## src/rtl/e203_lsu_arbt_pkg.sv

```systemverilog
// Shared types and payload layout for the LSU ICB 2:1 arbiter.
package e203_lsu_arbt_pkg;

  localparam int CMD_PLD_W = 69;
  localparam int RSP_PLD_W = 34;

  // Requester identity carried through the outstanding-command FIFO.
  typedef logic arbt_id_t;

  localparam arbt_id_t ID_I0 = 1'b0;
  localparam arbt_id_t ID_I1 = 1'b1;

  // Command payload {read, addr[31:0], wdata[31:0], wmask[3:0]}.
  localparam int CMD_WMASK_LSB = 0;
  localparam int CMD_WDATA_LSB = 4;
  localparam int CMD_ADDR_LSB  = 36;
  localparam int CMD_READ_BIT  = 68;

  // Response payload {err, excl_ok, rdata[31:0]}.
  localparam int RSP_RDATA_LSB   = 0;
  localparam int RSP_EXCL_OK_BIT = 32;
  localparam int RSP_ERR_BIT     = 33;

  typedef logic [CMD_PLD_W-1:0] cmd_pld_t;
  typedef logic [RSP_PLD_W-1:0] rsp_pld_t;

endpackage

```

## src/rtl/e203_lsu_arbt_idfifo.sv

```systemverilog
// Synchronous FIFO of requester IDs for commands still awaiting a response.
// Pointers are an index plus a wrap bit; full when indices match and wrap bits differ.
module e203_lsu_arbt_idfifo
  import e203_lsu_arbt_pkg::*;
#(
  parameter int DEPTH = 2
) (
  input  logic     clk,
  input  logic     rst_n,
  input  logic     push,
  input  arbt_id_t push_id,
  input  logic     pop,
  output arbt_id_t head_id,
  output logic     full,
  output logic     empty
);

  localparam int AW = (DEPTH > 1) ? $clog2(DEPTH) : 1;
  typedef logic [AW-1:0] idx_t;
  localparam idx_t LAST_IDX = idx_t'(DEPTH - 1);

  arbt_id_t mem [DEPTH];
  idx_t     wr_idx;
  idx_t     rd_idx;
  logic     wr_wrap;
  logic     rd_wrap;
  logic     do_push;
  logic     do_pop;

  assign full    = (wr_idx == rd_idx) && (wr_wrap != rd_wrap);
  assign empty   = (wr_idx == rd_idx) && (wr_wrap == rd_wrap);
  assign do_push = push && !full;
  assign do_pop  = pop && !empty;
  assign head_id = mem[rd_idx];

  always_ff @(posedge clk or negedge rst_n) begin
    if (!rst_n) begin
      wr_idx  <= '0;
      wr_wrap <= 1'b0;
    end else if (do_push) begin
      if (wr_idx == LAST_IDX) begin
        wr_idx  <= '0;
        wr_wrap <= !wr_wrap;
      end else begin
        wr_idx <= wr_idx + idx_t'(1);
      end
    end
  end

  always_ff @(posedge clk or negedge rst_n) begin
    if (!rst_n) begin
      rd_idx  <= '0;
      rd_wrap <= 1'b0;
    end else if (do_pop) begin
      if (rd_idx == LAST_IDX) begin
        rd_idx  <= '0;
        rd_wrap <= !rd_wrap;
      end else begin
        rd_idx <= rd_idx + idx_t'(1);
      end
    end
  end

  always_ff @(posedge clk or negedge rst_n) begin
    if (!rst_n) begin
      for (int i = 0; i < DEPTH; i++) mem[i] <= ID_I0;
    end else if (do_push) begin
      mem[wr_idx] <= push_id;
    end
  end

endmodule

```

## src/rtl/e203_lsu_icb_arbt.sv

```systemverilog
// 2:1 ICB arbiter: AGU (port 0) and EAI (port 1) share the LSU memory port.
// Define E203_LSU_ARBT_RR_EN for round-robin arbitration; default is fixed priority to port 0.
module e203_lsu_icb_arbt
  import e203_lsu_arbt_pkg::*;
#(
  parameter int OUTS_DEPTH = 2
) (
  input  logic                 clk,
  input  logic                 rst_n,
  input  logic                 i0_cmd_valid,
  output logic                 i0_cmd_ready,
  input  logic [CMD_PLD_W-1:0] i0_cmd_pld,
  output logic                 i0_rsp_valid,
  input  logic                 i0_rsp_ready,
  output logic [RSP_PLD_W-1:0] i0_rsp_pld,
  input  logic                 i1_cmd_valid,
  output logic                 i1_cmd_ready,
  input  logic [CMD_PLD_W-1:0] i1_cmd_pld,
  output logic                 i1_rsp_valid,
  input  logic                 i1_rsp_ready,
  output logic [RSP_PLD_W-1:0] i1_rsp_pld,
  output logic                 o_cmd_valid,
  input  logic                 o_cmd_ready,
  output logic [CMD_PLD_W-1:0] o_cmd_pld,
  input  logic                 o_rsp_valid,
  output logic                 o_rsp_ready,
  input  logic [RSP_PLD_W-1:0] o_rsp_pld
);

  // Handshakes: a transfer occurs on a rising edge where valid and ready are both high;
  // valid never waits on ready, and once raised it holds with a stable payload until then.

  logic     fifo_full;
  logic     fifo_empty;
  arbt_id_t head_id;
  arbt_id_t arb_pick;
  arbt_id_t grant;
  logic     lock_q;
  arbt_id_t lock_id_q;
  logic     granted_valid;
  logic     cmd_hsk;
  logic     rsp_hsk;

`ifdef E203_LSU_ARBT_RR_EN
  arbt_id_t rr_ptr_q;

  always_comb begin
    arb_pick = ID_I0;
    if (i0_cmd_valid && i1_cmd_valid) arb_pick = rr_ptr_q;
    else if (i1_cmd_valid)            arb_pick = ID_I1;
  end

  // After each accepted command the other port gets first claim.
  always_ff @(posedge clk or negedge rst_n) begin
    if (!rst_n)       rr_ptr_q <= ID_I0;
    else if (cmd_hsk) rr_ptr_q <= ~grant;
  end
`else
  always_comb begin
    arb_pick = ID_I0;
    if (!i0_cmd_valid && i1_cmd_valid) arb_pick = ID_I1;
  end
`endif

  // A stalled command keeps its grant so the memory side sees a stable payload.
  assign grant         = lock_q ? lock_id_q : arb_pick;
  assign granted_valid = (grant == ID_I1) ? i1_cmd_valid : i0_cmd_valid;

  assign o_cmd_valid  = granted_valid && !fifo_full;
  assign o_cmd_pld    = (grant == ID_I1) ? i1_cmd_pld : i0_cmd_pld;
  assign i0_cmd_ready = (grant == ID_I0) && o_cmd_ready && !fifo_full;
  assign i1_cmd_ready = (grant == ID_I1) && o_cmd_ready && !fifo_full;
  assign cmd_hsk      = o_cmd_valid && o_cmd_ready;

  always_ff @(posedge clk or negedge rst_n) begin
    if (!rst_n) begin
      lock_q    <= 1'b0;
      lock_id_q <= ID_I0;
    end else if (cmd_hsk) begin
      lock_q <= 1'b0;
    end else if (o_cmd_valid && !o_cmd_ready) begin
      lock_q    <= 1'b1;
      lock_id_q <= grant;
    end
  end

  // Responses return in command order; the FIFO head names the requester.
  assign i0_rsp_valid = o_rsp_valid && !fifo_empty && (head_id == ID_I0);
  assign i1_rsp_valid = o_rsp_valid && !fifo_empty && (head_id == ID_I1);
  assign o_rsp_ready  = !fifo_empty && ((head_id == ID_I1) ? i1_rsp_ready : i0_rsp_ready);
  assign i0_rsp_pld   = o_rsp_pld;
  assign i1_rsp_pld   = o_rsp_pld;
  assign rsp_hsk      = o_rsp_valid && o_rsp_ready;

  e203_lsu_arbt_idfifo #(
    .DEPTH(OUTS_DEPTH)
  ) u_idfifo (
    .clk    (clk),
    .rst_n  (rst_n),
    .push   (cmd_hsk),
    .push_id(grant),
    .pop    (rsp_hsk),
    .head_id(head_id),
    .full   (fifo_full),
    .empty  (fifo_empty)
  );

endmodule

```

## config.mk

```make
export PLATFORM = sky130hd
export DESIGN_NAME = e203_lsu_icb_arbt
export DESIGN_NICKNAME = d
export VERILOG_FILES = /design/src/rtl/e203_lsu_arbt_pkg.sv /design/src/rtl/e203_lsu_arbt_idfifo.sv /design/src/rtl/e203_lsu_icb_arbt.sv
export SDC_FILE = /design/constraint.sdc
export NUM_CORES = 1
export LEC_CHECK = 0
export CAP_MARGIN = 40
export CORE_AREA = 4 4 124 126
export DETAILED_ROUTE_END_ITERATION = 12
export DIE_AREA = 0 0 128 130
export GPL_TIMING_DRIVEN = 0
export PLACE_DENSITY = 0.58
export REMOVE_ABC_BUFFERS = 1
export SYNTH_ARGS = -nofsm -noshare
export SYNTH_HDL_FRONTEND = slang
export SYNTH_SLANG_ARGS = --single-unit
```

## constraint.sdc

```tcl
create_clock -name clk -period 2.06 [get_ports clk]
set_input_delay 0.206 -clock clk [delete_from_list [all_inputs] [get_ports clk]]
set_output_delay 0.206 -clock clk [all_outputs]
set_load 0.005 [all_outputs]
```

; Yosys cells after proc, flatten, opt, wreduce, memory -nomap -nowiden
; Index checks and enable logic that the tools add are counted.
[totals]
wordCells = 64
register_bits = 8
out_inout_bits = 143
in_bits = 180
[classes]
add_sub_neg = 2
reduce_logical = 28
mux = 15
n_bitwise = 5
order_cmp = 3
n_eq_ne = 3
[op_table]
columns = operator, n
row1 = $mux W69, 1
row2 = $logic_and A1 B1 Y1, 18
row3 = $mux W1, 12
row4 = $logic_not A1 Y1, 6
row5 = $reduce_and A2 Y1, 3
row6 = $ge A2 B2 Y1 const B, 2
row7 = $not A1 Y2, 2
row8 = $not A1 Y1, 3
row9 = $add A1 B1 Y1 const B, 2
row10 = $bwmux W2, 1
row11 = $eq A1 B1 Y1, 2
row12 = $lt A2 B1 Y1 const B, 1
row13 = $reduce_bool A2 Y1, 1
row14 = $demux W1 S1, 1
row15 = $ne A1 B1 Y1, 1

; Depth between registers and ports, before layout
; Gate-level depths: netlist of the first run.
[logic_depth]
word_depth = 9
depth_mapped = 6
depth_no_buf = 4

; Modules after synthesis
; From an unflattened synthesis of the first run, not the netlist that was laid out.
[hier_totals]
hier_cells = 205
hier_area_um2 = 1935.6
[by_module_without_submodules]
columns = module, cells_each, area_each_um2, instances, seq_area_each_um2
row1 = e203_lsu_icb_arbt, 169, 1596.5, 1, 50.0
row2 = e203_lsu_arbt_idfifo, 36, 339.1, 1, 150.1

; Least setup slack after synthesis of the first run
; No wires, ideal clock.
[synth_path]
path_kind = register to output
from = register lock_q
to = output port o_cmd_pld[46]
required_time_ns = 1.854
n_path_buf = 1
t_arrival_ns = 1.348
slack_ns = 0.506
path_stages_with_launch = 6
cell_sequence = dfrtp_1 > nand2b_1 > o21ai_1 > clkbuf_1 > nand2_1 > nand2_1
[synth_between]
elab_chain_cells = 2
[synth_rtl]
columns = element, line_no
row1 = start: declaration, e203_lsu_icb_arbt.sv:38  ; logic lock_q;
row2 = start signal: assignment, e203_lsu_icb_arbt.sv:77  ; lock_q <= 1'b0;
row3 = start signal: assignment, e203_lsu_icb_arbt.sv:80  ; lock_q <= 1'b0;
row4 = start signal: assignment, e203_lsu_icb_arbt.sv:82  ; lock_q <= 1'b1;
row5 = $mux W1, e203_lsu_icb_arbt.sv:66  ; assign grant = lock_q ? lock_id_q : arb_pick;
row6 = $mux W69, e203_lsu_icb_arbt.sv:70  ; assign o_cmd_pld = (grant == ID_I1) ? i1_cmd_pld : i0_cmd_pld;
row7 = end: declaration, e203_lsu_icb_arbt.sv:24  ; output logic [CMD_PLD_W-1:0] o_cmd_pld,
; Every way passes these cells.

; Final worst setup path of the first run
[layout_path]
from = register lock_id_q
to = output port o_cmd_valid
[layout_between]
elab_chain_cells = 3
[layout_rtl]
columns = element, line_no
row1 = start: declaration, e203_lsu_icb_arbt.sv:39  ; arbt_id_t lock_id_q;
row2 = start signal: assignment, e203_lsu_icb_arbt.sv:83  ; lock_id_q <= grant;
row3 = $mux W1, e203_lsu_icb_arbt.sv:66
row4 = $mux W1, e203_lsu_icb_arbt.sv:67  ; assign granted_valid = (grant == ID_I1) ? i1_cmd_valid : i0_cmd_valid;
row5 = $logic_and A1 B1 Y1, e203_lsu_icb_arbt.sv:69  ; assign o_cmd_valid = granted_valid && !fifo_full;
row6 = end: declaration, e203_lsu_icb_arbt.sv:22  ; output logic o_cmd_valid,
; Every way passes these cells.

==> metrics.md, run 1 <==
| Metric | Value |
|---|---|
| Post-route DRC | 0 |
| Setup Viol. Count Final | 0 |
| Power per Cell Area | approximately 1100 nW/um^2 |
| Final min period | 2.02 ns |
| R2r setup slk | 0.39 ns |
| H-tree depth | 1 |
| WP data arrival | 1.82 ns |
| Initial core utilization | 12.9% |
| Full die area | 16600 um^2 |
| Share of cells above drive strength 1 | 11.3% |
| Cts bufs inserted | 3 |
| Critical path class | flip-flop to output port |
| Clock sink total | 8 |
| Post-synthesis cell count | 342 |
| Ys flop type | dfrtp_1 |
| Crit-path max FO | 4 |
| Period utilisation layout | 98.2% |
| Cell chain of the critical path | nand2b_1 > a21oi_1 > nor3_1 > clkdlybuf4s50_1 |
| Largest cells by area after synthesis | nand2_1 43%, buf_4 28%, dfrtp_1 11% |
| Maxcap violations | 0 |
| Final worst slack | 0.0370 ns |
| IO Port Bufs | 220 |
| Startpoint class of the critical path | flip-flop |
| Combinational share of power | 85.2% |
| Crit-path max cell delay | 0.47 ns |
| Fin area | about 4100 um^2 |
| Sw Ratio | 42.5% |
| Post-synth ARST share | 100% |
| Area grow syn2layout | 124% |
| Final Core Density | between 20% and 30% |
| R2R cell count | 4 |
| IO Count | 323 |
| Yosys warning count | 0 |
| Clock power share | 7.1% |
| Drt initial violations | 101 |
| Pint | approximately 2.6 mW |
| Max_slew headroom | around 65% |
| Post-Place Cells | 665 |
| Largest net degree at the start of global routing | 32 |
| Top cell type's share of synthesized area | between 40% and 50% |
| Register area share after synthesis | 10.9% |
| Routed WL | roughly 12000 um |
| Post-DR wirelength/cell | 17.2 um |
| Worst vdd ir | 347 uV |
| Worst path required time | ~1.9 ns |
| Post-synth EDFFs | 0 |
| Status | complete, no violations |
| ANT nets after route | 0 |
| Detail Placement HPWL | 8680 um |
| Slew Limit Fails | 0 |
| Area leader, netlist | nand2_1 |
| Worst R2R End | u_idfifo.mem[1] |
| Die width | around 130 um |
| Crit. End Element | output port |
| Gp weighted congestion | between 0.6 and 0.7 |
| Clock slew at reported path FFs | 0.04 ns |
| Fmax achieved | 494 MHz |
| Synthesized area | 1840 um^2 |
| Placed Area | roughly 3800 um^2 |
| First-pass DRT Iterations | 4 |
| Tot GR Track Use | 12.7% |
| Root buf cell | clkbuf_16 |
| Drt via density | 3.92 |
| Critical R2R Launch | u_idfifo.wr_idx |
| Final Hold Fails | 0 |
| TritonCTS clock tree | yes |
| Flop pwr share | 7.7% |
| Slew @ Worst Pin | 0.528 ns |
| Core Region | 14300 um^2 |
| Row Count | 44 |
| Synthesized area per cell | about 5.4 um^2 |
| Pleak | about 2.1 nW |
| Clock buffer depth | 2 |
| Slowest stage cell, crit path | clkdlybuf4s50_1 |
| Hold crit path type | primary input to asynchronous set/reset pin |
| Seq cells post-synth | 8 |
| Nets@finish | between 600 and 700 |
| Grt ovf | 0 |
| Worst Clk Skew | 0.00454 ns |
| Ant diodes | 0 |
| Switching power total | 1.93 mW |
| Clk_lat worst skew | 0.23 ns |
| Synth unique cells | 23 |
| Initial antenna violation count | 0 |
| Number of global-route vias before repair | around 2.5k |
| First-pass GRT wire length | 15700 um |
| Chip Height | approximately 130 um |
| RSZ-0062 raised after global routing | true |
| Vias | 2738 |
| Fin cells | between 600 and 700 |
| Dpl ws | -0.581 ns |
what timing repair did:
action	4_1_cts	5_1_grt
resized for setup	82	38
setup buffers	15	12
cloned	4	0
hold buffers	0	0
pin swaps	6	3
setup endpoints to repair	72	8
per-layer routing:
metal  global-route usage (%)  up-vias  share of wire [%]
met3                     9.13        6                 16
met2                     18.0      209                 43
met1                     15.5     1195                 41
met5                     6.76        -               0.52
li1                         -     1326                  -
met4                     1.06        2               0.42
cell families (layout without fill, tap and decap cells):
group | Yosys count | count (layout) | synth area share, %
AOI/OAI and AO/OA | 11 | 14 | 3.80
buffers and inverters | 84 | 254 | 31.0
xor gates and xnor gates | 6 | 6 | 3.26
and+or+nand+nor | 228 | 228 | 48.2
muxes | 5 | 5 | 2.85
DFF | 8 | 8 | 10.9
registers in the layout, summed over array words and instances, names as in the netlist:
register	count
lock_q	1
lock_id_q	1
u_idfifo.wr_idx	1
u_idfifo.rd_idx	1
u_idfifo.mem	2
u_idfifo.rd_wrap	1
u_idfifo.wr_wrap	1
stage by stage:
stage / setup TNS, ns / hold WS (ns) / power, mW
floorplan: -92.67 / -0.0896 / 1.74
global placement: -280.65 / 0.412 / 3.40
detailed placement: -35.57 / 0.412 / 3.78
CTS: -0.307 / 0.270 / 4.42
global route: -0.0950 / 0.283 / 4.95
finish: 0 / 0.261 / 4.54
Yosys cell counts, types with 2 or more instances:
| cell | instances |
|---|---|
| xnor2_1 | 2 |
| xor2_1 | 3 |
| buf_4 | 68 |
| o31ai_1 | 2 |
| mux2_1 | 2 |
| dfrtp_1 | 8 |
| nor3_1 | 4 |
| nand2_1 | 209 |
| nand2b_1 | 2 |
| mux2i_1 | 3 |
| nor2_1 | 10 |
| clkbuf_1 | 15 |
| o21ai_0 | 3 |
| a21oi_1 | 2 |
critical path, delay by kind of cell, from the launching register on:
kind                   cells  cell delay (ns)
AOI/OAI and AO/OA          1             0.40
buffers and inverters      1             0.47
and+or+nand+nor            2             0.27
DFF                        1             0.43
area by class of cell:
class | instances | area, um^2
fill | 1610 | 10200
timing repair buffer | 250 | 2450
multi-input combinational | 253 | 1160
tap | 184 | 230
sequential | 8 | 204
clock buffer | 3 | 75.1
inverter | 1 | 3.75
worst max-delay path by stage:
stage,to,from
global placement,o_cmd_pld[11],i1_cmd_valid
CTS,i0_cmd_ready,lock_id_q
finish,o_cmd_valid,lock_id_q
global route,o_cmd_valid,lock_q
detailed placement,o_cmd_pld[19],i1_cmd_valid
floorplan,o_cmd_pld[0],lock_q
power by group through the flow:
stage          combinational (mW)  clock (mW)  sequential [mW]
4_1_cts                      3.75       0.331            0.341
3_3_place_gp                 3.06           0            0.336
5_1_grt                      4.25       0.342            0.360
6_report                     3.86       0.324            0.349
2_1_floorplan                1.42           0            0.316
3_5_place_dp                 3.44           0            0.333
layout by cell type, fill, tap and decap left out, drive strengths merged, types with 3 or more instances in the layout:
| cell type | netlist | layout |
|---|---|---|
| nor3 | 4 | 4 |
| nand2 | 209 | 209 |
| dfrtp | 8 | 8 |
| mux2i | 3 | 3 |
| nor2 | 10 | 10 |
| dlymetal6s2s | 0 | 3 |
| clkdlybuf4s15 | 0 | 9 |
| o21ai | 5 | 5 |
| xor2 | 4 | 4 |
| buf | 68 | 30 |
| dlygate4sd2 | 0 | 52 |
| o21a | 1 | 4 |
| clkbuf | 15 | 12 |
| clkdlybuf4s50 | 0 | 147 |
Power figures use the tool's default switching activity.
==> inputs of run 2 (changes only) <==
- CELL_PAD_IN_SITES_DETAIL_PLACEMENT: default -> 1
- CELL_PAD_IN_SITES_GLOBAL_PLACEMENT: default -> 1
- CORE_AREA: 4 4 124 126 -> default
- CORE_MARGIN: default -> 4
- CORE_UTILIZATION: default -> 11
- DIE_AREA: 0 0 128 130 -> default
- PLACE_DENSITY: 0.58 -> 0.85
==> run 2 against run 1 <==
Net effect: total power increased by 9.0%; largest power group unchanged; critical path depth did not move; maximum frequency is 2.1% higher; wire length grew 14%; worst hold slack gained 0.0040 ns; via count rose by 4.2%; die area grew 13%.
==> metrics.md, run 2 (synthesized netlist as in run 1, its figures left out) <==
| Metric | Value |
|---|---|
| Final hold slack | between 0.2 and 0.3 ns |
| Cts bufs inserted | 3 |
| Share of cells above drive strength 1 | between 10% and 20% |
| Full die area | 18900 um^2 |
| H-tree depth | 1 |
| Die width | 137 um |
| Crit-path max FO | 4 |
| Initial antenna violation count | 0 |
| First-pass GRT wire length | roughly 18000 um |
| Dpl ws | -0.625 ns |
| Commonest non-fill, non-tap cells in the layout | 208 x nand2_1, 147 x clkdlybuf4s50_1, 55 x dlygate4sd2_1 |
| Area grow syn2layout | 135% |
| Post-route DRC | 0 |
| Fmax achieved | 505 MHz |
| Final Hold Fails | 0 |
| Tot GR Track Use | 13.0% |
| Critical path class | flip-flop to output port |
| WP data arrival | between 1.5 and 2 ns |
| Overall power | 4.94 mW |
| ANT nets after route | 0 |
| Clk_lat worst skew | 0.23 ns |
| Fin cells | 739 |
| Max FFs per register | 2 |
| IO Count | approximately 320 |
| Initial core utilization | 11.2% |
| Pleak | 2.19 nW |
| Hold buffer count at cts | 0 |
| Number of global-route vias before repair | 2771 |
| Slew Limit Fails | 0 |
| First-pass DRT Iterations | 4 |
| Routed WL | 13700 um |
| Post-Place Cells | 701 |
| Slew @ Worst Pin | roughly 0.44 ns |
| Drt initial violations | 66 |
| Clock sink total | 8 |
| Vias | 2853 |
| Root buf cell | clkbuf_16 |
| Nets@finish | 701 |
| Clock slew at reported path FFs | 0.03 ns |
| Worst path required time | 1.85 ns |
| Core Region | 16500 um^2 |
| Startpoint class of the critical path | flip-flop |
| Gp weighted congestion | 0.700 |
| Largest net degree at the start of global routing | 17 |
| Final worst slack | 0.0791 ns |
| Fill cell count | 1999 |
| Crit. End Element | output port |
| Clock buffer depth | 2 |
| Maxcap violations | 0 |
| Worst Clk Skew | 0.000732 ns |
| TritonCTS clock tree | yes |
| Power per Cell Area | between 1000 and 1500 nW/um^2 |
| R2r setup slk | ~0.36 ns |
| Detail Placement HPWL | roughly 9600 um |
| RSZ-0062 raised after global routing | false |
| Row Count | 47 |
| Status | complete, no violations |
| Chip Height | about 140 um |
| Commonest non-fill, non-tap cell in the layout | nand2_1 |
| Setup Viol. Count Final | 0 |
| Drt via density | roughly 3.9 |
| Max_slew headroom | 70.8% |
| Period utilisation layout | 96.2% |
| Most flops, register | u_idfifo.mem |
| Grt ovf | 0 |
| Final min period | roughly 2.0 ns |
| Worst vdd ir | 329 uV |
| Post-DR wirelength/cell | between 15 and 20 um |
| IO Port Bufs | 220 |
| Ant diodes | 0 |
| Hold crit path type | primary input to asynchronous set/reset pin |
==> run 2: cell count changes in the layout (fill, tap and decap cells not counted), moves of 2 or more <==
cell / before / now
clkdlybuf4s15_1: 9 / 4
buf_16: 2 / 4
o21a_4: 4 / 6
buf_6: 4 / 1
dlygate4sd2_1: 52 / 55
dlymetal6s2s_1: 3 / 13
clkbuf_2: 9 / 1
==> run 2: final timing paths <==
kind | cells past startpoint | end | start
setup / recovery | 4 | o_rsp_ready | u_idfifo.rd_idx
hold / removal | 1 | u_idfifo.rd_wrap | rst_n
setup reg to reg | 8 | u_idfifo.mem[0] | lock_q
hold reg to reg | 1 | u_idfifo.mem[1] | u_idfifo.mem[1]
max in group asynchronous | 1 | lock_id_q | rst_n
min in group clk | 0 | i1_rsp_pld[24] | o_rsp_pld[24]
==> run 2: power by group <==
group	leakage [nW]	switching, mW	total (mW)	internal [mW]
sequential	0.0944	0.107	0.349	0.243
clock	0.0370	0.0669	0.316	0.249
combinational	2.06	1.95	4.28	2.33
==> run 2: worst max-delay path: stages (launching register included) <==
cell	delay, ns
dfrtp_2	0.42
mux2i_2	0.29
mux2i_2	0.32
nor2_1	0.07
clkdlybuf4s50_1	0.45
==> run 2: layout make-up <==
class                           count  area [um^2]  share of cell area [%]
Inverter                            1         3.75                  0.0866
Clock buffer                        3         75.1                    1.73
Multi-Input combinational cell    255         1200                    27.6
Tap cell                          220          275                    6.35
Sequential cell                     8          203                    4.68
Timing Repair Buffer              252         2580                    59.5
==> run 2: repair_timing <==
action	in CTS	in global routing
setup buffers	17	11
pin swaps	4	2
gates cloned	7	0
setup endpoints to repair	72	35
gates resized for setup	78	22
==> run 2: metal layers <==
layer	global-route usage (%)	vias up	routed length, um	share of wire [%]
met1	15.6	1296	5610	41
met3	8.29	12	1890	14
li1	-	1340	-	-
met2	19.2	199	6000	44
met4	1.77	6	77	0.56
met5	7.22	-	132	0.96
==> run 2: per-stage QoR <==
stage	util, %	setup TNS (ns)	area, um^2
global route	26.3	0	4330
detailed placement	23.2	-39.77	3820
floorplan	-	-92.67	1270
global placement	22.8	-286.52	3750
CTS	25.6	-0.334	4210
finish	26.3	0	4330
==> inputs of run 3 (changes only) <==
- ABC_AREA: default -> 1
- PLACE_DENSITY: 0.85 -> 0.76
==> run 3 against run 2 <==
Net effect: clock power is 4% higher; clock skew hardly changed; synthesized cell count is 7.6% higher; flip-flop and latch count stayed put; global-route usage is 0.96 points higher; first-iteration DRC count is 52% lower; worst hold slack better by 0.015 ns; count of clock-buffer cells in the layout stayed put; register-to-register slack better by 0.30 ns; highest routed layer unchanged; largest power group unchanged; sequential power is 11% lower.
==> metrics.md, run 3 <==
| Metric | Value |
|---|---|
| Most frequent cell after synthesis | nand2_1 |
| Compound-cell area share of the yosys netlist | 1.18% |
| Startpoint class of the critical path | flip-flop |
| Hold buffer count at cts | 0 |
| Flop pwr share | roughly 7.6% |
| M1 WL | 6170 um |
| Max_slew headroom | 71.8% |
| Nets@finish | approximately 740 |
| Post-route DRC | 0 |
| Fmax achieved | 488 MHz |
| Clock sink total | 8 |
| ANT nets after route | 0 |
| Post-Place Cells | 725 |
| Largest cells by area after synthesis | nand2_1 45%, buf_4 28%, dfrtp_1 11% |
| Status | complete, no violations |
| Largest net degree at the start of global routing | 19 |
| Worst vdd ir | between 500 and 600 uV |
| IO Count | 323 |
| Fin cells | 773 |
| Clock slew at reported path FFs | roughly 0.04 ns |
| Clock power share | 8.0% |
| Switching power total | roughly 1.8 mW |
| Register area share after synthesis | a little over a tenth |
| Core Region | between 15000 and 20000 um^2 |
| Combinational share of power | 84.4% |
| Final min period | 2.05 ns |
| Top layer in use | met5 |
| Fin area | approximately 4600 um^2 |
| Worst Clk Skew | 0.000296 ns |
| Fill cell count | ~2.1k |
| Sw Ratio | 44.2% |
| Pint | 2.28 mW |
| First-pass DRT Iterations | 4 |
| Top cell type's share of synthesized area | 45.4% |
| Area grow syn2layout | 143% |
| Crit-path max FO | 5 |
| Tot GR Track Use | 13.9% |
| Number of global-route vias before repair | 3091 |
| Setup TNS | 0 ns |
| FF/Latch Area | 201 um^2 |
| First-pass GRT wire length | about 20000 um |
| Critical path class | flip-flop to output port |
| Most frequent cells after synthesis | 230 x nand2_1, 72 x buf_4, 14 x inv_1 |
| Worst path required time | 1.85 ns |
| Yosys warning count | 0 |
| Root buf cell | clkbuf_16 |
| Multi-input gate area | 1230 um^2 |
| Seq cells post-synth | 8 |
| RSZ-0062 raised after global routing | true |
| Gp weighted congestion | 0.714 |
| Placed Area | ~3800 um^2 |
| Final Hold Fails | 0 |
| IO Port Bufs | 220 |
| Most flops, register | u_idfifo.mem |
| Initial core utilization | between 10% and 20% |
| Post-synth ARST share | 100% |
| Xor/xnor share of the synthesized area | 0% |
| Detail Placement HPWL | 10200 um |
| Grt ovf | 0 |
| Commonest non-fill, non-tap cells in the layout | 226 x nand2_1, 148 x clkdlybuf4s50_1, 29 x dlymetal6s2s_1 |
| Share of cells above drive strength 1 | a little under an eighth |
| Ys flop type | dfrtp_1 |
| Routed WL | approximately 16000 um |
| Slew Limit Fails | 0 |
| TritonCTS clock tree | yes |
| Maxcap violations | 0 |
| Area leader, netlist | nand2_1 |
| Chip Height | 139 um |
| Commonest non-fill, non-tap cell in the layout | nand2_1 |
| Initial antenna violation count | 0 |
| Period utilisation layout | around 100% |
| Row Count | 47 |
| WP data arrival | about 1.9 ns |
| Synthesized area | 1900 um^2 |
| Post-synth EDFFs | 0 |
| Post-DR wirelength/cell | just over 20 um |
| Metal2 WL | 7160 um |
| Full die area | roughly 19000 um^2 |
| Hold crit path type | primary input to asynchronous set/reset pin |
| Max FFs per register | 2 |
| Post-synthesis cell count | 368 |
| Crit. End Element | output port |
| Ant diodes | 0 |
| Synth unique cells | 19 |
| DR WL met3 | 2200 um |
| Slew @ Worst Pin | 0.422 ns |
| Drt via density | 3.91 |
| Cts bufs inserted | 3 |
| Power per Cell Area | 884 nW/um^2 |
| Clk_lat worst skew | 0.23 ns |
| Synthesized area per cell | 5.16 um^2 |
| Vias | around 3k |
| H-tree depth | 1 |
| Die width | 139 um |
| Adder and majority cell fraction of the synthesized area | 0% |
| Simple-Gate Fraction of Synth Area | 53.9% |
| Clock buffer depth | 2 |
| Drt initial violations | 32 |
| Mux cell area share after synthesis | 0% |
| Pleak | 2.51 nW |
| Setup Viol. Count Final | 0 |
| Largest family of logic cells by synthesized area | simple AND/OR/NAND/NOR gates |
-- run 3: changes by cell type after synthesis, moves of 3 or more --
cell	previous run	this run
buf_2	0	8
buf_4	68	72
clkbuf_1	15	3
inv_1	1	14
mux2i_1	3	0
nand2_1	209	230
nand2_2	0	5
nand3_1	0	5
nand4_1	0	7
nor2_1	10	4
xor2_1	3	0
-- run 3: power groups by stage --
stage	logic (mW)	registers (mW)	clock network (mW)
finish	3.45	0.309	0.329
global route	3.79	0.324	0.349
CTS	3.06	0.306	0.339
detailed placement	2.61	0.296	0
global placement	2.60	0.292	0
floorplan	1.04	0.276	0
-- run 3: cell families (layout without fill, tap and decap cells) --
| group | after synthesis | in the layout |
|---|---|---|
| DFF | 8 | 8 |
| buffers and inverters | 99 | 277 |
| AOI/OAI and AO/OA | 4 | 4 |
| and+or+nand+nor | 257 | 264 |
-- run 3: stage by stage --
step	util (%)	total power, mW	hold slack [ns]	worst slack (ns)
after floorplan	-	1.32	-0.0896	-0.920
after global placement	22.6	2.89	0.412	-3.42
after detailed placement	22.7	2.90	0.412	-1.18
after CTS	24.8	3.70	0.294	-0.0500
after global routing	27.6	4.46	0.311	-0.0820
final	27.6	4.09	0.279	0.00890
-- run 3: worst paths after layout --
check,startpoint,depth (start not counted),slack [ns],end
max,lock_q,6,0.009,o_cmd_valid
min,rst_n,1,0.28,u_idfifo.mem[0]
max reg2reg,lock_q,7,0.66,lock_q
min reg2reg,u_idfifo.mem[0],2,0.48,u_idfifo.mem[0]
max in group asynchronous,rst_n,1,1.46,u_idfifo.wr_idx
min in group clk,o_rsp_pld[26],0,0.41,i1_rsp_pld[26]
-- run 3: timing repair --
item	4_1_cts	5_1_grt
setup buffers	7	25
gates resized for setup	71	64
pin swaps	4	3
endpoints found under the setup margin	71	33
gates cloned	8	5
-- run 3: metal layers --
layer | global-route usage (%) | up-vias
li1 | - | 1421
met1 | 15.7 | 1386
met3 | 9.54 | 8
met5 | 3.76 | -
met2 | 22.0 | 206
met4 | 1.75 | 2
-- run 3: worst max-delay path, stage by stage (launching register included) --
cell             delay, ns
dfrtp_1               0.41
inv_2                 0.11
nand3_4               0.12
nand3_1               0.17
inv_1                 0.10
nor2_4                0.17
clkdlybuf4s50_1       0.53
-- run 3: final cells by class --
cell class / instances / share of cell area [%]
Sequential cell: 8 / 4.36
Timing Repair inverter: 1 / 0.433
Timing Repair Buffer: 258 / 59.5
Inverter: 15 / 1.57
Multi-Input combinational cell: 268 / 26.6
Tap cell: 220 / 5.95
Clock buffer: 3 / 1.62
